`config.mk`:
```
export PLATFORM = sky130hd
export DESIGN_NAME = instr_sequencer
export DESIGN_NICKNAME = d
export VERILOG_FILES = /design/src/rtl/instr_sequencer_pkg.sv /design/src/rtl/seq_wait_timer.sv /design/src/rtl/instr_sequencer.sv
export SDC_FILE = /design/constraint.sdc
export NUM_CORES = 1
export LEC_CHECK = 0
export ABC_AREA = 0
export BUFFER_PORTS_ARGS = -buffer_cell sky130_fd_sc_hd__buf_2
export CORE_MARGIN = 5
export CORE_UTILIZATION = 30
export DETAILED_ROUTE_END_ITERATION = 8
export GPL_ROUTABILITY_DRIVEN = 0
export SYNTH_ARGS = -nofsm -noshare
export SYNTH_HDL_FRONTEND = slang
export SYNTH_SLANG_ARGS = --single-unit
```
`constraint.sdc`:
```
create_clock -name clk -period 2.3 [get_ports clk]
set_clock_uncertainty 0.15 [all_clocks]
set_input_delay 0.46 -clock clk [delete_from_list [all_inputs] [get_ports clk]]
set_output_delay 0.46 -clock clk [all_outputs]
set_load 0.05 [all_outputs]
```
`src/rtl/instr_sequencer_pkg.sv`:
```
`default_nettype none
// ============================================================================
// Module   : instr_sequencer_pkg
// Brief    : Shared constants for the d16 instruction sequencer: stage
//            encodings, stage width and the FSM state type.
// Revision : 1.0 - initial release
// ============================================================================
package instr_sequencer_pkg;

  localparam int SEQ_STAGE_W = 4;

  // Stage encodings, also visible on the debug stage port
  localparam logic [SEQ_STAGE_W-1:0] SEQ_IDLE     = 4'd0;
  localparam logic [SEQ_STAGE_W-1:0] SEQ_FETCH    = 4'd1;
  localparam logic [SEQ_STAGE_W-1:0] SEQ_DECODE   = 4'd2;
  localparam logic [SEQ_STAGE_W-1:0] SEQ_DISPATCH = 4'd3;
  localparam logic [SEQ_STAGE_W-1:0] SEQ_IMM      = 4'd4;
  localparam logic [SEQ_STAGE_W-1:0] SEQ_REGREAD  = 4'd5;
  localparam logic [SEQ_STAGE_W-1:0] SEQ_ALU      = 4'd6;
  localparam logic [SEQ_STAGE_W-1:0] SEQ_MEM      = 4'd7;
  localparam logic [SEQ_STAGE_W-1:0] SEQ_WB       = 4'd8;
  localparam logic [SEQ_STAGE_W-1:0] SEQ_FAULT    = 4'd15;

  typedef enum logic [SEQ_STAGE_W-1:0] {
    ST_IDLE     = SEQ_IDLE,
    ST_FETCH    = SEQ_FETCH,
    ST_DECODE   = SEQ_DECODE,
    ST_DISPATCH = SEQ_DISPATCH,
    ST_IMM      = SEQ_IMM,
    ST_REGREAD  = SEQ_REGREAD,
    ST_ALU      = SEQ_ALU,
    ST_MEM      = SEQ_MEM,
    ST_WB       = SEQ_WB,
    ST_FAULT    = SEQ_FAULT
  } seq_state_t;

  // States that hold mem_req high and wait for mem_ready
  function automatic logic is_wait_state(input seq_state_t s);
    return (s == ST_FETCH) || (s == ST_IMM) || (s == ST_MEM);
  endfunction

endpackage
`default_nettype wire

```
`src/rtl/seq_wait_timer.sv`:
```
`default_nettype none
// ============================================================================
// Module   : seq_wait_timer
// Brief    : Counts cycles a memory request has waited for mem_ready and
//            flags a timeout when the count reaches MAX_WAIT with no
//            acknowledge. MAX_WAIT = 0 disables the timeout.
// Revision : 1.0 - initial release
// ============================================================================
module seq_wait_timer #(
  parameter int MAX_WAIT = 255
) (
  input  logic clk,
  input  logic rst,
  input  logic clear,
  input  logic active,
  input  logic mem_ready,
  output logic timeout
);

  localparam int CNT_W = (MAX_WAIT > 0) ? $clog2(MAX_WAIT + 1) : 1;
  localparam logic [CNT_W-1:0] C_LIMIT = CNT_W'(MAX_WAIT);

  logic [CNT_W-1:0] r_count;

  // Wait counter: restart on entry to a wait state or on acknowledge
  always_ff @(posedge clk or posedge rst) begin
    if (rst) begin
      r_count <= '0;
    end else if (clear || mem_ready) begin
      r_count <= '0;
    end else if (active) begin
      r_count <= r_count + CNT_W'(1);
    end
  end

  // An acknowledge arriving on the limit cycle takes priority over the fault
  always_comb begin
    timeout = (MAX_WAIT != 0) && active && !mem_ready && (r_count == C_LIMIT);
  end

endmodule
`default_nettype wire

```
`src/rtl/instr_sequencer.sv`:
```
`default_nettype none
// ============================================================================
// Module   : instr_sequencer
// Brief    : Multi-cycle control FSM for the d16 core. Steps each instruction
//            through fetch, decode, dispatch, optional immediate fetch,
//            register read, ALU, optional memory access and writeback.
//            Optional macro SEQ_SINGLE_STEP_EN adds a step input that lets a
//            halted sequencer run exactly one instruction per pass.
// Revision : 1.0 - initial release
// ============================================================================
module instr_sequencer
  import instr_sequencer_pkg::*;
#(
  parameter int MAX_WAIT = 255
) (
  input  logic                   clk,
  input  logic                   rst,
`ifdef SEQ_SINGLE_STEP_EN
  input  logic                   step,
`endif
  input  logic                   halt_req,
  input  logic                   mem_ready,
  input  logic                   dec_next_word,
  input  logic                   dec_en_mem,
  output logic                   en_fetch,
  output logic                   en_decode,
  output logic                   en_imm_fetch,
  output logic                   en_regread,
  output logic                   en_alu,
  output logic                   en_memstage,
  output logic                   en_writeback,
  output logic                   mem_req,
  output logic                   pc_inc,
  output logic [SEQ_STAGE_W-1:0] stage,
  output logic                   halted,
  output logic                   bus_error
);

  seq_state_t r_state;
  seq_state_t w_state_next;
  logic       w_timeout;
  logic       w_wait_active;
  logic       w_wait_clear;
  logic       w_leave_idle;

  // Wait-state bookkeeping for the timer: counting while waiting, fresh start on entry
  always_comb begin
    w_wait_active = is_wait_state(r_state);
    w_wait_clear  = is_wait_state(w_state_next) && (w_state_next != r_state);
  end

  seq_wait_timer #(
    .MAX_WAIT (MAX_WAIT)
  ) u_wait_timer (
    .clk       (clk),
    .rst       (rst),
    .clear     (w_wait_clear),
    .active    (w_wait_active),
    .mem_ready (mem_ready),
    .timeout   (w_timeout)
  );

  // IDLE exit condition; a step pulse overrides a pending halt when enabled
  always_comb begin
`ifdef SEQ_SINGLE_STEP_EN
    w_leave_idle = !halt_req || step;
`else
    w_leave_idle = !halt_req;
`endif
  end

  // State register
  always_ff @(posedge clk or posedge rst) begin
    if (rst) begin
      r_state <= ST_IDLE;
    end else begin
      r_state <= w_state_next;
    end
  end

  // Next-state and Moore strobe decode; pc_inc is the only Mealy output
  always_comb begin
    w_state_next = r_state;
    en_fetch     = 1'b0;
    en_decode    = 1'b0;
    en_imm_fetch = 1'b0;
    en_regread   = 1'b0;
    en_alu       = 1'b0;
    en_memstage  = 1'b0;
    en_writeback = 1'b0;
    mem_req      = 1'b0;
    pc_inc       = 1'b0;
    halted       = 1'b0;
    bus_error    = 1'b0;
    case (r_state)
      ST_IDLE: begin
        halted = 1'b1;
        if (w_leave_idle) w_state_next = ST_FETCH;
      end
      ST_FETCH: begin
        mem_req  = 1'b1;
        en_fetch = 1'b1;
        pc_inc   = mem_ready;
        if (mem_ready)      w_state_next = ST_DECODE;
        else if (w_timeout) w_state_next = ST_FAULT;
      end
      ST_DECODE: begin
        en_decode    = 1'b1;
        w_state_next = ST_DISPATCH;
      end
      ST_DISPATCH: begin
        w_state_next = dec_next_word ? ST_IMM : ST_REGREAD;
      end
      ST_IMM: begin
        mem_req      = 1'b1;
        en_imm_fetch = 1'b1;
        pc_inc       = mem_ready;
        if (mem_ready)      w_state_next = ST_REGREAD;
        else if (w_timeout) w_state_next = ST_FAULT;
      end
      ST_REGREAD: begin
        en_regread   = 1'b1;
        w_state_next = ST_ALU;
      end
      ST_ALU: begin
        en_alu       = 1'b1;
        w_state_next = dec_en_mem ? ST_MEM : ST_WB;
      end
      ST_MEM: begin
        mem_req     = 1'b1;
        en_memstage = 1'b1;
        if (mem_ready)      w_state_next = ST_WB;
        else if (w_timeout) w_state_next = ST_FAULT;
      end
      ST_WB: begin
        en_writeback = 1'b1;
        w_state_next = halt_req ? ST_IDLE : ST_FETCH;
      end
      ST_FAULT: begin
        bus_error = 1'b1;
      end
      default: begin
        w_state_next = ST_IDLE;
      end
    endcase
  end

  // Debug view of the current stage
  always_comb begin
    stage = r_state;
  end

endmodule
`default_nettype wire
```
# ---- After elaboration in Yosys (flattened, before gate mapping)
# Index checks and enable logic that the tools add are counted.
dict set report op_classes {
  add_sub_neg 1
  n_eq_ne 14
  mux 22
  reduce_logical 13
}
# op n
set op_table {}
lappend op_table {{$pmux W4 S10} 1}
lappend op_table {{$eq A4 B3 Y1 const B} 6}
lappend op_table {{$mux W4} 6}
lappend op_table {{$mux W8} 2}
lappend op_table {{$mux W1} 13}
lappend op_table {{$add A8 B1 Y8 const B} 1}
lappend op_table {{$eq A4 B1 Y1 const B} 2}
lappend op_table {{$eq A4 B2 Y1 const B} 2}
lappend op_table {{$eq A4 B4 Y1 const B} 2}
lappend op_table {{$eq A8 B8 Y1 const B} 1}
lappend op_table {{$logic_or A1 B1 Y1} 5}
lappend op_table {{$logic_not A4 Y1} 1}
lappend op_table {{$ne A4 B4 Y1} 1}
lappend op_table {{$logic_and A1 B1 Y1} 3}
lappend op_table {{$reduce_or A3 Y1} 1}
lappend op_table {{$reduce_bool A2 Y1} 1}
lappend op_table {{$reduce_or A2 Y1} 1}
lappend op_table {{$logic_not A1 Y1} 1}
dict set report word_totals {
  register_bits 12
  inputBits 6
  output_inout_bits 15
  elab_cells 52
}

# ---- Depth between registers and ports, before layout
dict set report logic_depth {
  depth_word 14
  ltp_mapped 9
  ltp_nobuf 7
}

# ---- Modules after synthesis
# Synthesis repeated with hierarchy kept, for this count alone.
dict set report unflattened {
  hier_cells 110
  area_unflattened_um2 922.1
}
# mod instances cells_per_inst area_per_inst_um2 seq_area_each_um2
set by_module_without_submodules {}
lappend by_module_without_submodules {instr_sequencer 1 71 536.8 100.1}
lappend by_module_without_submodules {seq_wait_timer 1 39 385.4 200.2}

# ---- Worst setup path after synthesis
# Ideal clock, no wire load.
dict set report synth_timing {
  kind {reg2out}
  startpoint {register r_state[0] (netlist: stage[0])}
  endpoint {output port halted}
  arrival_time_ns 2.574
  required_ns 1.690
  setup_slack_ns -0.884
  stages_incl_launch_ff 4
  n_path_buf 2
  path_cell_list {dfrtp_1 > buf_2 > clkbuf_1 > nor4_1}
}
dict set report synth_between {
  elab_chain_len 2
}
# item line
set synth_rtl {}
lappend synth_rtl {{start, declared} instr_sequencer.sv:39} ;# seq_state_t r_state;
lappend synth_rtl {{start signal, assigned} instr_sequencer.sv:77} ;# r_state <= w_state_next;
lappend synth_rtl {{$logic_not A4 Y1} instr_sequencer.sv:95} ;# case (r_state)
lappend synth_rtl {{$mux W1} instr_sequencer.sv:95}
lappend synth_rtl {{end, declared} instr_sequencer.sv:35} ;# output logic halted,
# No other way between the ends.

# ---- Final worst setup path
dict set report layout_timing {
  startpoint {register r_state[2] (netlist: stage[2])}
  endpoint {register u_wait_timer.r_count[7]}
}
dict set report layout_between {
  elab_chain_len 14
  word_cells_on_any_way 30
  classes_between {13 x eq/ne; 7 x mux; 10 x reduce/logical}
}
# item line
set layout_rtl {}
lappend layout_rtl {{$eq A4 B1 Y1 or $eq A4 B3 Y1 (tied branches)} {instr_sequencer_pkg.sv:39, instr_sequencer.sv:95}}
lappend layout_rtl {{$logic_or A1 B1 Y1 (2 in series)} instr_sequencer_pkg.sv:39} ;# return (s == ST_FETCH) || (s == ST_IMM) || (s == ST_MEM);
lappend layout_rtl {{$logic_and A1 B1 Y1 (2 in series)} seq_wait_timer.sv:38} ;# timeout = (MAX_WAIT != 0) && active && !mem_ready && (r_count == C_LIMIT);
lappend layout_rtl {{$mux W4} {instr_sequencer.sv:105, instr_sequencer.sv:119, instr_sequencer.sv:133}}
lappend layout_rtl {{$mux W4 (on tied branches)} {instr_sequencer.sv:132, instr_sequencer.sv:104, instr_sequencer.sv:118}}
lappend layout_rtl {{$pmux W4 S10} instr_sequencer.sv:95}
lappend layout_rtl {{$eq A4 B1 Y1 or $eq A4 B3 Y1 (tied branches)} instr_sequencer_pkg.sv:39}
lappend layout_rtl {{$logic_or A1 B1 Y1 (2 in series)} instr_sequencer_pkg.sv:39}
lappend layout_rtl {{$logic_and A1 B1 Y1} instr_sequencer.sv:49} ;# w_wait_clear = is_wait_state(w_state_next) && (w_state_next != r_state);
lappend layout_rtl {{$logic_or A1 B1 Y1} seq_wait_timer.sv:29} ;# end else if (clear || mem_ready) begin
lappend layout_rtl {{$mux W8 or $reduce_bool A2 Y1 (tied branches)} n/a}
lappend layout_rtl {{end signal, assigned} seq_wait_timer.sv:32} ;# r_count <= r_count + CNT_W'(1);
lappend layout_rtl {{end, declared} seq_wait_timer.sv:23} ;# logic [CNT_W-1:0] r_count;
# Parallel ways exist; a longest one is shown, timed or not.
# A chain may end at the register's enable or synchronous reset.

==> results.json <==
{
  "period_share": 0.996,
  "overflow": 0,
  "numCtsBuffers": 3,
  "finalWorstSetupSlack_ns": 0.0100,
  "p_leak_nw": 0.661,
  "final_cells": 212,
  "arrival_ns": 2.30,
  "via_count": 1038,
  "crit_path_frequent_cell": "xnor2_2",
  "rsz0062_at_grt": "true",
  "numPortBuffers": 20,
  "tightest_slew_ns": 0.441,
  "ys_seq_area_frac": 0.302,
  "end_kind": "register",
  "drtIter0Drc": 110,
  "design.die.area_mm2": 0.00456,
  "routed_wl_um": 2630,
  "hp-class": "in2async",
  "hpwl_um": 2110,
  "crit_type": "reg2reg",
  "coreArea_mm2": 0.00310,
  "power_mw": 2.45,
  "synth.area.top_cells": "dfrtp_1 30%, nor2_1 7.6%, nand2b_1 5.0%",
  "syn_avg_cell_area_um2": 7.82,
  "groute.usage.overall": 0.133,
  "place_ws_ns": -0.0352,
  "dp.cells": 205,
  "nNetsFinal": 176,
  "clk_pin_slew_worst_paths_ns": 0.07,
  "worst_hold_slack_ns": 0.0214,
  "cp-start-kind": "register",
  "drtPass1Iterations": 4,
  "slowest_delay_ns": 0.44,
  "drtAntennaViolNets": 0,
  "cts_max_path_buffers": 2,
  "place_area_mm2": 0.00140,
  "powerDensity_mw_per_mm2": 1670,
  "synthesis.nets": 134,
  "crit_fanout": 5,
  "min_period_ns": 2.29,
  "htree_levels": 1,
  "grt_pass1_vias": 1023,
  "cts.sinks": 12,
  "cts_hold_buf": 0,
  "n_antenna_cell": 0,
  "ys_types": 40,
  "yosysTopAreaCell": "dfrtp_1",
  "slew_headroom": 0.706,
  "die_x_um": 67.5,
  "ioPinCount": 21,
  "finalHoldViolCount": 0,
  "synth-seq-cells": 12,
  "peakVddDrop_v": 0.000742,
  "syn2layout_area_growth_pct": 47.5,
  "drive_gt1_frac": 0.435,
  "wl_per_cell_um": 12.4,
  "grt_max_degree": 22,
  "fmax_mhz": 437,
  "row_count": 20,
  "start_util": 0.320,
  "die_h_um": 67.5,
  "insertion_delay_ns": 0.27,
  "grt_pass1_wl_um": 4670,
  "cts_tree": "yes",
  "syn_area_um2": 993,
  "crit_path_cell_trace": "xnor2_2 -> a22oi_2 -> or3_4 -> a32o_2 -> xnor2_2 -> a221oi_4 -> buf_4 -> nor2_1",
  "slew_violations": 0,
  "post-route-drc-count": 0,
  "netlist.area_leader.share": 0.302,
  "netlist_instances": 127,
  "n_fill_cell": 310,
  "worstPathRequired_ns": 2.31,
  "status": "complete, no violations",
  "cts_root_buffer": "clkbuf_4",
  "antenna_found_initial": 0,
  "maxCapViolCount": 0,
  "crit_slowest_cell": "dfrtp_2",
  "via_per_inst": 4.90,
  "design_area_mm2": 0.00147,
  "synth-warning-count": 0,
  "setup_viol_count_final": 0
}
==> worst max-delay path, delay by kind of cell, from the launching register on <==
| family | cells | cell delay, ns |
|---|---|---|
| AND/OR/NAND/NOR | 2 | 0.40 |
| buffers and inverters | 1 | 0.18 |
| XOR/XNOR | 2 | 0.34 |
| AO/OA/AOI/OAI | 3 | 0.68 |
| flip-flops | 1 | 0.44 |
==> synthesized netlist by cell type <==
| master | number |
|---|---|
| nand4b_1 | 1 |
| a211oi_1 | 1 |
| or3_4 | 1 |
| nand3_1 | 6 |
| nand2_1 | 7 |
| o21ai_0 | 2 |
| and4_1 | 1 |
| mux2_2 | 1 |
| clkbuf_1 | 3 |
| a31oi_1 | 1 |
| buf_1 | 2 |
| dfrtp_1 | 12 |
| nor4_1 | 1 |
| a21oi_1 | 6 |
| a21bo_1 | 1 |
| o221ai_1 | 2 |
| a31o_2 | 1 |
| nand4_1 | 1 |
| xor2_1 | 5 |
| a22oi_1 | 2 |
| mux2i_1 | 2 |
| nor2_1 | 20 |
| o211ai_1 | 2 |
| inv_1 | 6 |
| buf_2 | 4 |
| o22a_1 | 1 |
| and3_1 | 1 |
| a21oi_4 | 1 |
| nor3b_1 | 1 |
| xnor2_1 | 5 |
| o311ai_0 | 1 |
| o22ai_1 | 1 |
| nor2b_1 | 2 |
| nand2b_1 | 8 |
| o2111ai_1 | 1 |
| nor3_1 | 10 |
| a221oi_2 | 1 |
| ha_1 | 1 |
| a32o_1 | 1 |
| a21o_1 | 1 |
==> final timing paths <==
kind                                      endpoint               startpoint  slack, ns  cells after the start
setup / recovery           u_wait_timer.r_count[7]                 stage[2]       0.01                      8
hold / removal             u_wait_timer.r_count[0]                      rst       0.02                      2
setup reg to reg           u_wait_timer.r_count[7]                 stage[2]       0.01                      8
hold reg to reg            u_wait_timer.r_count[6]  u_wait_timer.r_count[6]       0.41                      2
max in group asynchronous                 stage[3]                      rst       1.65                      2
min in group clk           u_wait_timer.r_count[6]  u_wait_timer.r_count[6]       0.41                      2
==> layout by cell type, fill, tap and decap left out, types with 2 or more instances in the layout <==
cell type,n
buf_4,24
buf_2,20
nor2_1,19
nand2b_1,8
dfrtp_1,8
nand2_1,7
nand3_1,6
a21oi_1,6
nor3_1,5
inv_1,5
xor2_1,5
nor3_2,5
dfrtp_2,4
xnor2_1,3
clkbuf_4,3
xnor2_2,2
nor2b_1,2
o21ai_0,2
o221ai_1,2
mux2i_1,2
o211ai_1,2
buf_12,2
==> power by group <==
group	internal (mW)	switching, mW	total [mW]
clock	0.0963	0.0689	0.165
combinational	0.788	1.18	1.97
sequential	0.263	0.0462	0.309
total	1.15	1.30	2.45
==> layer usage <==
| metal | track usage | vias to the layer above | routed length [µm] |
|---|---|---|---|
| met4 | 0.0608 | 0 | 40 |
| met3 | 0.0166 | 5 | 149 |
| li1 | - | 531 | - |
| met5 | 0 | - | 0 |
| met1 | 0.167 | 467 | 1140 |
| met2 | 0.226 | 35 | 1300 |
==> cell type report <==
type                    count  area, µm²  area share
multi-input cells         100        726       0.495
flip-flops and latches     12        305       0.208
well taps                  44       55.1      0.0376
repair buffers             46        320       0.219
clock buffers               4       36.3      0.0248
inverters                   6       22.5      0.0154
==> repair_timing <==
item | CTS | global route
hold endpoints to repair | 0 | 0
resized for setup | 0 | 1
setup endpoints to repair | 8 | 8
setup buffers | 2 | 1
pin swaps | 1 | 0
==> state kept, by name (all words and copies together), names as in the netlist <==
| name | flops |
|---|---|
| stage | 4 |
| u_wait_timer.r_count | 8 |
==> kinds of logic (layout without fill, tap and decap cells) <==
| kind of cell | after synthesis | in the layout | synth area share |
|---|---|---|---|
| adder cells (fa/ha/maj) | 1 | 1 | 0.0126 |
| AO/OA/AOI/OAI | 26 | 26 | 0.203 |
| XOR/XNOR | 10 | 10 | 0.0882 |
| flip-flops | 12 | 12 | 0.302 |
| AND/OR/NAND/NOR | 60 | 60 | 0.301 |
| buffers and inverters | 15 | 56 | 0.0617 |
| multiplexers | 3 | 3 | 0.0315 |
==> metrics by stage <==
step                      utilization  setup TNS, ns
after floorplan                     -         -0.914
final                           0.472              0
after global routing            0.472         -0.742
after detailed placement        0.452         -0.218
after CTS                       0.469              0
after global placement          0.452              0
Power figures use the tool's default switching activity.
